`config.mk`:
```
export PLATFORM = sky130hd
export DESIGN_NAME = sd_lane_arbiter
export DESIGN_NICKNAME = d
export VERILOG_FILES = /design/src/rtl/sd_lane_pkg.sv /design/src/rtl/sd_lane_arbiter_rr_pick.sv /design/src/rtl/sd_lane_arbiter.sv
export SDC_FILE = /design/constraint.sdc
export NUM_CORES = 1
export LEC_CHECK = 0
export CAP_MARGIN = 30
export CORE_ASPECT_RATIO = 1.75
export CORE_MARGIN = 4
export CORE_UTILIZATION = 45
export DETAILED_ROUTE_END_ITERATION = 8
export PLACE_DENSITY = 0.9
export SETUP_SLACK_MARGIN = 0.15
export SYNTH_ARGS = -nofsm -noshare
export SYNTH_HDL_FRONTEND = slang
export SYNTH_SLANG_ARGS = --single-unit
```
`constraint.sdc`:
```
create_clock -name clk_sys -period 3.5 [get_ports clk_sys]
set_clock_uncertainty 0.15 [all_clocks]
set_input_delay 0.7 -clock clk_sys [delete_from_list [all_inputs] [get_ports clk_sys]]
set_output_delay 0.7 -clock clk_sys [all_outputs]
set_load 0.1 [all_outputs]
```
`src/rtl/sd_lane_pkg.sv`:
```
// ---------------------------------------------------------------------------
// sd_lane_pkg
// Shared definitions for the SD block-lane arbiter: the lane FSM state type,
// the requester index constants, the default command timeout and a small
// helper for sizing requester index fields.
// ---------------------------------------------------------------------------
package sd_lane_pkg;

  // Lane FSM states.
  typedef enum logic [1:0] {
    IDLE  = 2'd0,
    ISSUE = 2'd1,
    XFER  = 2'd2,
    DONE  = 2'd3
  } lane_state_t;

  // Requester slots on the lane.
  localparam int REQ_HDD = 0;
  localparam int REQ_FD1 = 1;
  localparam int REQ_FD2 = 2;

  // clk_sys cycles allowed between command issue and sd_ack rising.
  localparam logic [23:0] TIMEOUT_DEFAULT = 24'd8_000_000;

  // Width of an index into NREQ requesters (at least one bit).
  function automatic int idx_width(input int n);
    return (n > 1) ? $clog2(n) : 1;
  endfunction

endpackage

```
`src/rtl/sd_lane_arbiter_rr_pick.sv`:
```
// ---------------------------------------------------------------------------
// rr_pick
// Combinational round-robin priority search. Starting one slot after the
// last served requester and wrapping at NREQ, the first requester with a
// pending bit set wins.
//
// Ports:
//   pending    in  NREQ  requesters with outstanding work
//   last       in  IW    index of the requester served most recently
//   winner     out NREQ  one-hot winner (all zero when nothing is pending)
//   winner_idx out IW    binary index of the winner
//   any        out 1     at least one requester is pending
// ---------------------------------------------------------------------------
module rr_pick
  import sd_lane_pkg::*;
#(
  parameter int NREQ = 3,
  parameter int IW   = idx_width(NREQ)
) (
  input  logic [NREQ-1:0] pending,
  input  logic [IW-1:0]   last,
  output logic [NREQ-1:0] winner,
  output logic [IW-1:0]   winner_idx,
  output logic            any
);

  int          cand_i;
  logic [IW-1:0] cand;

  // Walk the ring from last+1 for NREQ steps; the first hit is latched and
  // later hits are ignored, so the requester just served has lowest priority.
  always_comb begin
    winner     = '0;
    winner_idx = '0;
    any        = 1'b0;
    cand_i     = 0;
    cand       = '0;
    for (int k = 1; k <= NREQ; k++) begin
      cand_i = int'(last) + k;
      if (cand_i >= NREQ) begin
        cand_i = cand_i - NREQ;
      end
      cand = cand_i[IW-1:0];
      if (!any && pending[cand]) begin
        any          = 1'b1;
        winner_idx   = cand;
        winner[cand] = 1'b1;
      end
    end
  end

endmodule

```
`src/rtl/sd_lane_arbiter.sv`:
```
// ---------------------------------------------------------------------------
// sd_lane_arbiter
// Shares the single HPS SD block lane between NREQ block requesters (hard
// disk, floppy 1, floppy 2). Read/write pulses are latched as sticky pending
// bits, a round-robin search picks the next requester, and a four-state FSM
// issues the command, tracks the sd_ack handshake and reports completion or
// timeout back to the owning requester.
//
// Ports:
//   clk_sys      in  1        system clock
//   reset_n      in  1        asynchronous active-low reset
//   req_rd       in  NREQ     per-requester read-block pulse
//   req_wr       in  NREQ     per-requester write-block pulse
//   req_lba      in  NREQ*32  per-requester LBA, slot i at [32i+31:32i]
//   req_din      in  NREQ*8   per-requester write byte, slot i at [8i+7:8i]
//   pending      out NREQ     request latched and not yet served
//   grant        out NREQ     one-hot owner of the lane
//   done         out NREQ     one-cycle completion pulse
//   err          out NREQ     one-cycle timeout pulse
//   buff_wr      out NREQ     sd_buff_wr steered to the owner during XFER
//   sd_lba       out 32       LBA of the owner
//   sd_rd, sd_wr out 1        command strobes to the HPS lane
//   sd_ack       in  1        HPS acknowledge, high for the whole transfer
//   sd_buff_wr   in  1        HPS buffer write strobe
//   sd_buff_din  out 8        write byte of the owner, 8'h00 with no grant
//   cpu_wait     out 1        work outstanding or lane busy
// ---------------------------------------------------------------------------
module sd_lane_arbiter
  import sd_lane_pkg::*;
#(
  parameter int          NREQ    = 3,
  parameter logic [23:0] TIMEOUT = TIMEOUT_DEFAULT
) (
  input  logic               clk_sys,
  input  logic               reset_n,
  input  logic [NREQ-1:0]    req_rd,
  input  logic [NREQ-1:0]    req_wr,
  input  logic [NREQ*32-1:0] req_lba,
  input  logic [NREQ*8-1:0]  req_din,
  output logic [NREQ-1:0]    pending,
  output logic [NREQ-1:0]    grant,
  output logic [NREQ-1:0]    done,
  output logic [NREQ-1:0]    err,
  output logic [NREQ-1:0]    buff_wr,
  output logic [31:0]        sd_lba,
  output logic               sd_rd,
  output logic               sd_wr,
  input  logic               sd_ack,
  input  logic               sd_buff_wr,
  output logic [7:0]         sd_buff_din,
  output logic               cpu_wait
);

  localparam int IW = idx_width(NREQ);

  lane_state_t     state;
  logic [NREQ-1:0] rd_p;
  logic [NREQ-1:0] wr_p;
  logic [IW-1:0]   last;
  logic [IW-1:0]   winner_idx;
  logic            serve_wr;
  logic [23:0]     counter;
  logic            ack_d;
  logic [7:0]      din_q;

  logic [31:0]     lba_arr [NREQ];
  logic [7:0]      din_arr [NREQ];

  logic [NREQ-1:0] pick_oh;
  logic [IW-1:0]   pick_idx;
  logic            pick_any;
  logic            pick_wr;

  logic            ack_rise;
  logic            ack_fall;
  logic            timeout_hit;
  logic            issue_end;
  logic [NREQ-1:0] clr_rd;
  logic [NREQ-1:0] clr_wr;

  // Unpack the flat per-requester buses into indexable arrays.
  for (genvar i = 0; i < NREQ; i++) begin : g_unpack
    assign lba_arr[i] = req_lba[32*i +: 32];
    assign din_arr[i] = req_din[8*i +: 8];
  end

  rr_pick #(
    .NREQ (NREQ),
    .IW   (IW)
  ) u_rr_pick (
    .pending    (pending),
    .last       (last),
    .winner     (pick_oh),
    .winner_idx (pick_idx),
    .any        (pick_any)
  );

  // Status outputs and handshake decode. The data byte is only presented
  // while someone owns the lane so idle cycles drive zero.
  assign pending     = rd_p | wr_p;
  assign cpu_wait    = (|pending) | (state != IDLE);
  assign buff_wr     = grant & {NREQ{sd_buff_wr & (state == XFER)}};
  assign sd_buff_din = (|grant) ? din_q : 8'h00;
  assign pick_wr     = |(wr_p & pick_oh);

  assign ack_rise    = sd_ack & ~ack_d;
  assign ack_fall    = ~sd_ack & ack_d;
  assign timeout_hit = (counter == (TIMEOUT - 24'd1));

  // The served pending bit clears when ISSUE ends, whether by acknowledge or
  // by timeout. grant is one-hot, so it selects the bit directly.
  assign issue_end = (state == ISSUE) & (ack_rise | timeout_hit);
  assign clr_wr    = (issue_end &  serve_wr) ? grant : '0;
  assign clr_rd    = (issue_end & ~serve_wr) ? grant : '0;

  // Lane FSM with registered strobes, grant and status pulses. Pending bits
  // are updated every cycle with the incoming pulse OR'ed in after the clear,
  // so a pulse landing on the clearing cycle keeps the bit set. Writes are
  // chosen ahead of reads for the same requester; the read stays pending.
  always_ff @(posedge clk_sys or negedge reset_n) begin
    if (!reset_n) begin
      state      <= IDLE;
      rd_p       <= '0;
      wr_p       <= '0;
      grant      <= '0;
      done       <= '0;
      err        <= '0;
      sd_rd      <= 1'b0;
      sd_wr      <= 1'b0;
      sd_lba     <= '0;
      din_q      <= '0;
      counter    <= '0;
      last       <= IW'(NREQ - 1);
      winner_idx <= '0;
      serve_wr   <= 1'b0;
      ack_d      <= 1'b0;
    end else begin
      ack_d <= sd_ack;
      rd_p  <= (rd_p & ~clr_rd) | req_rd;
      wr_p  <= (wr_p & ~clr_wr) | req_wr;
      done  <= '0;
      err   <= '0;

      case (state)
        IDLE: begin
          if (pick_any) begin
            winner_idx <= pick_idx;
            grant      <= pick_oh;
            sd_lba     <= lba_arr[pick_idx];
            din_q      <= din_arr[pick_idx];
            serve_wr   <= pick_wr;
            sd_wr      <= pick_wr;
            sd_rd      <= ~pick_wr;
            counter    <= '0;
            state      <= ISSUE;
          end
        end

        ISSUE: begin
          if (ack_rise) begin
            sd_rd <= 1'b0;
            sd_wr <= 1'b0;
            state <= XFER;
          end else if (timeout_hit) begin
            sd_rd <= 1'b0;
            sd_wr <= 1'b0;
            err   <= grant;
            last  <= winner_idx;
            grant <= '0;
            state <= IDLE;
          end else begin
            counter <= counter + 24'd1;
          end
        end

        XFER: begin
          if (ack_fall) begin
            done  <= grant;
            state <= DONE;
          end
        end

        DONE: begin
          last  <= winner_idx;
          grant <= '0;
          state <= IDLE;
        end

        default: state <= IDLE;
      endcase
    end
  end

endmodule

```
Yosys cells after proc, flatten, opt, wreduce, memory -nomap -nowiden. Cells that the tools add are included.

Bitwise logic cells: 24. Reduce and logical (&&, ||, !) cells: 21. Equal/unequal tests: 10. Magnitude comparators: 10. Add/sub/neg operators: 7. Multiplexer cells: 60.

Operator list (number): 2-to-1 mux 24 bit (3); binary-select mux 32 bit (select 2 bit) (1); 2-to-1 mux 32 bit (2); one-hot mux 24 bit (2 select lines) (1); 2-to-1 mux 3 bit (13); adder 24 x 1 -> 24 bit, second input constant (1); equality test 24 x 23 -> 1 bit, second input constant (1); 2-to-1 mux 2 bit (12); 2-to-1 mux 8 bit (3); binary-select mux 8 bit (select 2 bit) (1); bitwise OR 3 bit (5); 2-to-1 mux 1 bit (13); AND 3 bit (4); != test 2 bit, second input constant (5); greater-or-equal comparator 3 x 2 -> 1 bit, second input constant (3); less-than comparator 2 x 3 -> 1 bit, second input constant (3); one-hot mux 3 bit (3 select lines) (1); AND reduction 3 bit (3); OR reduction 3 bit (3); one-hot mux 2 bit (4 select lines) (1); AND reduction 4 bit (2); adder 2 x 2 -> 3 bit, second input constant (2); AND 1 bit (6); binary-select mux 1 bit (select 2 bit) (3); other kinds (20) (40).

Input bits: 130. Output and inout port bits: 58. Register bits after elaboration: 89. Word-level logic and storage cells: 147.

Depth between registers and ports, before layout.
Depth after elaboration: 17. Gate-level depth with buffers: 11. Depth with buffers taken out: 8.

Modules after synthesis. Synthesis repeated with hierarchy kept, for this count alone.

Cells, all modules: 564. Area, all modules: 5023.6 um2.

Modules (own cells, without submodules): sd_lane_arbiter (area each 4670.7 um2, seq. area each 2228.4 um2, cells each 517, instances 1); rr_pick (area each 352.8 um2, seq. area each 0.0 um2, cells each 47, instances 1).

Least setup slack after synthesis. No wires, ideal clock.

Path kind: register -> output. Start: reg grant[1]. End: out sd_buff_din[0]. Data required time: 2650 ps. Slack: -35 ps. Stages on the path, launching flop included: 3. Buffers on the path: 0. Arrival: 2685 ps. Cells stage by stage: dfrtp_1 nor3_1 nor2b_1.

Word-level cells in the longest chain between the ends: 2.

Ends and longest elaborated chain: start, declared (line sd_lane_arbiter.sv:41) `output logic [NREQ-1:0] grant,`; start signal, assigned (line sd_lane_arbiter.sv:148) `grant <= pick_oh;`; OR reduction 3 bit (line sd_lane_arbiter.sv:103) `assign sd_buff_din = (|grant) ? din_q : 8'h00;`; 2-to-1 mux 8 bit (line sd_lane_arbiter.sv:103); end, declared (line sd_lane_arbiter.sv:50) `output logic [7:0] sd_buff_din,`.

No other way between the ends.

Final worst setup path.
Start: reg last[1]. End: reg sd_lba[24].

Word-level cells in the longest chain between the ends: 16. Elaborated cells on any way between the ends: 33. Those cells by class: add/sub (6); order compare (3); mux (18); bitwise (1); reduce/logical (5).

Ends and longest elaborated chain: start, declared (line sd_lane_arbiter.sv:59) `logic [IW-1:0] last;`; start signal, assigned (line sd_lane_arbiter.sv:133) `last <= IW'(NREQ - 1);`; start signal, assigned (line sd_lane_arbiter.sv:168) `last <= winner_idx;`; start signal, assigned (line sd_lane_arbiter.sv:184) `last <= winner_idx;`; adder 2 x 1 -> 3 bit (line sd_lane_arbiter_rr_pick.sv:39) `cand_i = int'(last) + k;`; greater-or-equal comparator 3 x 2 -> 1 bit or subtractor 2 x 1 -> 2 bit (tied branches) (line sd_lane_arbiter_rr_pick.sv:40, sd_lane_arbiter_rr_pick.sv:41); 2-to-1 mux 2 bit (line sd_lane_arbiter_rr_pick.sv:40) `if (cand_i >= NREQ) begin`; binary-select mux 1 bit (select 2 bit) (line sd_lane_arbiter_rr_pick.sv:44) `if (!any && pending[cand]) begin`; 2-to-1 mux 1 bit (implied by the code) (line sd_lane_arbiter_rr_pick.sv:44); 2-to-1 mux 1 bit (line sd_lane_arbiter_rr_pick.sv:44); logical NOT 1 bit (line sd_lane_arbiter_rr_pick.sv:44); logical AND 1 bit (line sd_lane_arbiter_rr_pick.sv:44); 2-to-1 mux 1 bit (line sd_lane_arbiter_rr_pick.sv:44); logical NOT 1 bit (line sd_lane_arbiter_rr_pick.sv:44); logical AND 1 bit (line sd_lane_arbiter_rr_pick.sv:44); 2-to-1 mux 2 bit (line sd_lane_arbiter_rr_pick.sv:44); inverter 2 -> 3 bit (implied by the code) (line sd_lane_arbiter.sv:149) `sd_lba <= lba_arr[pick_idx];`; binary-select mux 32 bit (select 2 bit) (line sd_lane_arbiter.sv:149); 2-to-1 mux 32 bit (implied by the code) (2 in series) (line sd_lane_arbiter.sv:149); end signal, assigned (line sd_lane_arbiter.sv:149); end, declared (line sd_lane_arbiter.sv:45) `output logic [31:0] sd_lba,`.

Parallel ways exist; a longest one is shown, timed or not. The select of a mux whose other input is x is not followed. A chain may end at the register's enable or synchronous reset.

==> flow_metrics.tcl <==
set metrics [dict create \
    outcome "complete, no violations" \
    syn_area_per_cell_sq_um 9.10 \
    cts-root-buf "clkbuf_16" \
    grt_use_met3_pct 7.63 \
    ant_nets 0 \
    die_h_um 147 \
    ff_latch_area_sq_mm 0.00223 \
    synth-main-ff-cell "dfrtp_1" \
    io_pins 188 \
    worst-setup-path-type "flop to flop" \
    ir_worst_vdd_v 0.000806 \
    met2_usage_pct 47.5 \
    timing.rr.end "sd_lba[24]$_DFFE_PN0P_" \
    worst_setup_path_end_kind "flop" \
    finalCritPeriodShare_pct 92.0 \
    clock-sinks 89 \
    worstPathArrival_ps 3280 \
    clk_pin_slew_worst_paths_ps 70 \
    reg2regPathDepth 9 \
    synth.distinct_cells 57 \
    antenna_found_initial 0 \
    crit_start "last[1]$_DFFE_PN1P_" \
    synth-async-reset-ratio_pct 100 \
    seq_area_frac_synth_pct 44.8 \
    fin_util_pct 66.7 \
    yosysWarnings 0 \
    critPathLaunchType "flop" \
    grt_pass1_vias 5584 \
    fin_crit_ps 3220 \
    path_max_fanout 41 \
    path_cells "inv_1, ha_1, or3b_1, o211a_2, nor4_4, a22oi_2, buf_4, mux2i_1, o22ai_1" \
    crit_required_ps 3560 \
    critPathBufInv 2 \
    dp_hpwl_mm 12.9 \
    multi_input_area_sq_mm 0.00257 \
    grt_start_max_net_pins 56 \
    wl_per_cell_um 19.6 \
    r2r_start "last[1]$_DFFE_PN1P_" \
    post-cts-setup-buffers 0 \
    setup_viol_count_final 0 \
    place_congestion 0.948 \
    hold_viol_final 0 \
    crit_path_max_incr_delay_ps 480 \
    dieArea_sq_mm 0.0129 \
    slew_viol_final 0 \
    syn-cell-area_sq_mm 0.00497 \
    slowest_stage "nor4_4" \
    grtUsageTotal_pct 26.6 \
    dr.pass1.iters 5 \
    synth_seq_cells 89 \
    clock_path_buffers 2 \
    antennaDiodeCount 0 \
    rows 50 \
    use_met1_pct 27.6 \
    vias 5139 \
    fill_cells 876 \
    setup-tns-final_ps 0 \
    ctsHtreeMaxLevel 3 \
    rrSetupSlack_ps 280 \
    fp.coreArea_sq_mm 0.0108 \
    drc_errors 0 \
    path_delay_family "simple AND/OR/NAND/NOR gates" \
    worst_slew_pin_slew_ps 901 \
    grt-ovfl-total 0 \
    numPortBuffers 187 \
    area_growth_syn_to_layout_pct 44.4 \
    fin_cells 857 \
    initialDrtViolationCount 220 \
    start_util_pct 46.2 \
    grt_pass1_wl_mm 26.9 \
    p_leak_nw 3.01 \
    max_cap_violations 0 \
    synthesis.nets 683 \
    dp.cells 841 \
    vias_per_cell 6.00 \
    power_density_mw_per_mm2 1140 \
    routed_wl_mm 16.8 \
    die-width_um 87.4 \
    synth_edf_count 0 \
    worstSkewPairLatency_ps 350 \
    hp-class "input pin to async pin" \
    cts_tree "done" \
    maxSlewHeadroom_pct 39.9 \
    synthCells 546 \
    fmax_ghz 0.311 \
    busiest_layer "met2" \
    final_nets 859 \
    cts_buffers 9 \
    final_layout_size_suffix_gt1_share_pct 14.2 \
    rsz0062_at_grt "false" \
]
-- worst max-delay path by stage --
stage	to	slack (ps)	cells after the start
2_1_floorplan	sd_buff_din[0]	-30	2
3_3_place_gp	counter[11]$_DFFE_PN0P_	400	8
3_5_place_dp	counter[5]$_DFFE_PN0P_	270	8
4_1_cts	counter[5]$_DFFE_PN0P_	250	8
5_1_grt	din_q[5]$_DFFE_PN0P_	180	9
6_report	sd_lba[24]$_DFFE_PN0P_	280	9
-- layer usage --
layer  wire [um]  part of all wire (%)
met1        5520                    33
met2        9240                    55
met3        1330                   7.9
met4         741                   4.4
met5           0                     0
-- through the flow --
step	cell area (sq um)	setup slack, ps	hold WS [ps]	power (mW)
2_1_floorplan	4970	-34.6	254	5.73
3_3_place_gp	6820	404	319	6.95
3_5_place_dp	6850	268	323	7.10
4_1_cts	7170	247	176	8.17
5_1_grt	7180	185	187	8.60
6_report	7180	281	163	8.20
-- timing repair --
| action | CTS | global route |
|---|---|---|
| resized for setup | 0 | 5 |
| hold buffers | 0 | 0 |
| endpoints found under the setup margin | 0 | 65 |
-- placed cells by master (no fill, tap or decap), drive strengths merged, types with 8 or more instances in the layout --
master	instances
clkbuf	12
nor2b	9
mux2i	34
a21oi	66
clkdlybuf4s50	128
or3	18
nand3	9
nand4	9
nor3	8
nor2	53
nand2b	9
o21ai	28
buf	70
or4	11
nand2	36
inv	15
dfrtp	88
o31ai	12
o22ai	36
-- worst reg2reg max path, stage by stage (launching register included) --
cell	delay, ps
dfstp_2	380
inv_1	140
ha_1	360
or3b_1	420
o211a_2	200
nor4_4	480
a22oi_2	140
buf_4	350
mux2i_1	330
o22ai_1	130
-- synth_stat cells, types with 3 or more instances --
| cell | n | area share, % |
|---|---|---|
| and3_1 | 6 | 0.76 |
| nand2b_1 | 9 | 1.1 |
| mux2i_1 | 34 | 6.8 |
| ha_1 | 7 | 1.8 |
| a21o_1 | 7 | 1.1 |
| or3_1 | 18 | 2.3 |
| nor2_1 | 52 | 3.9 |
| nand3_1 | 9 | 0.91 |
| nor2b_1 | 9 | 1.1 |
| o22ai_1 | 36 | 4.5 |
| a31oi_1 | 7 | 0.88 |
| o31ai_1 | 11 | 1.7 |
| buf_4 | 3 | 0.45 |
| nand4_1 | 9 | 1.1 |
| and4_1 | 3 | 0.53 |
| or4_1 | 11 | 1.7 |
| inv_1 | 13 | 0.98 |
| nand2_1 | 36 | 2.7 |
| buf_2 | 13 | 1.3 |
| dfrtp_1 | 88 | 44 |
| nor3_1 | 6 | 0.60 |
| and2_1 | 6 | 0.76 |
| o21ai_0 | 27 | 2.7 |
| clkbuf_1 | 17 | 1.3 |
| o21a_1 | 5 | 0.76 |
| a21oi_1 | 66 | 6.6 |
-- layout make-up --
class | instances | area share (%)
clock buffers | 12 | 3.71
clock inverters | 4 | 0.802
inverters | 13 | 0.680
multi-input cells | 411 | 35.8
flip-flops and latches | 89 | 31.0
well taps | 130 | 2.27
repair buffers | 198 | 25.7
-- cells by family (layout without fill, tap and decap cells) --
group / count (synthesis) / count (layout) / share of synthesized area [%]
simple gates: 187 / 187 / 20.0
flops: 89 / 89 / 44.8
buf+inv: 46 / 227 / 4.03
compound gates: 183 / 183 / 22.5
mux: 34 / 34 / 6.85
fa+ha+maj: 7 / 7 / 1.76
-- power breakdown --
group          total, mW  internal (mW)  switching (mW)
Sequential          1.64           1.37           0.261
Clock               1.05          0.620           0.431
Combinational       5.51           1.55            3.97
-- flip-flops by register name (all words and copies together) (netlist names), named ones only --
| name | flops |
|---|---|
| sd_lba | 32 |
| state | 1 |
| ack_d | 1 |
| last | 2 |
| serve_wr | 1 |
| winner_idx | 2 |
| done | 3 |
| err | 3 |
| counter | 24 |
| sd_rd | 1 |
| sd_wr | 1 |
| wr_p | 3 |
| rd_p | 3 |
| din_q | 8 |
| grant | 3 |
Power figures use the tool's default switching activity.
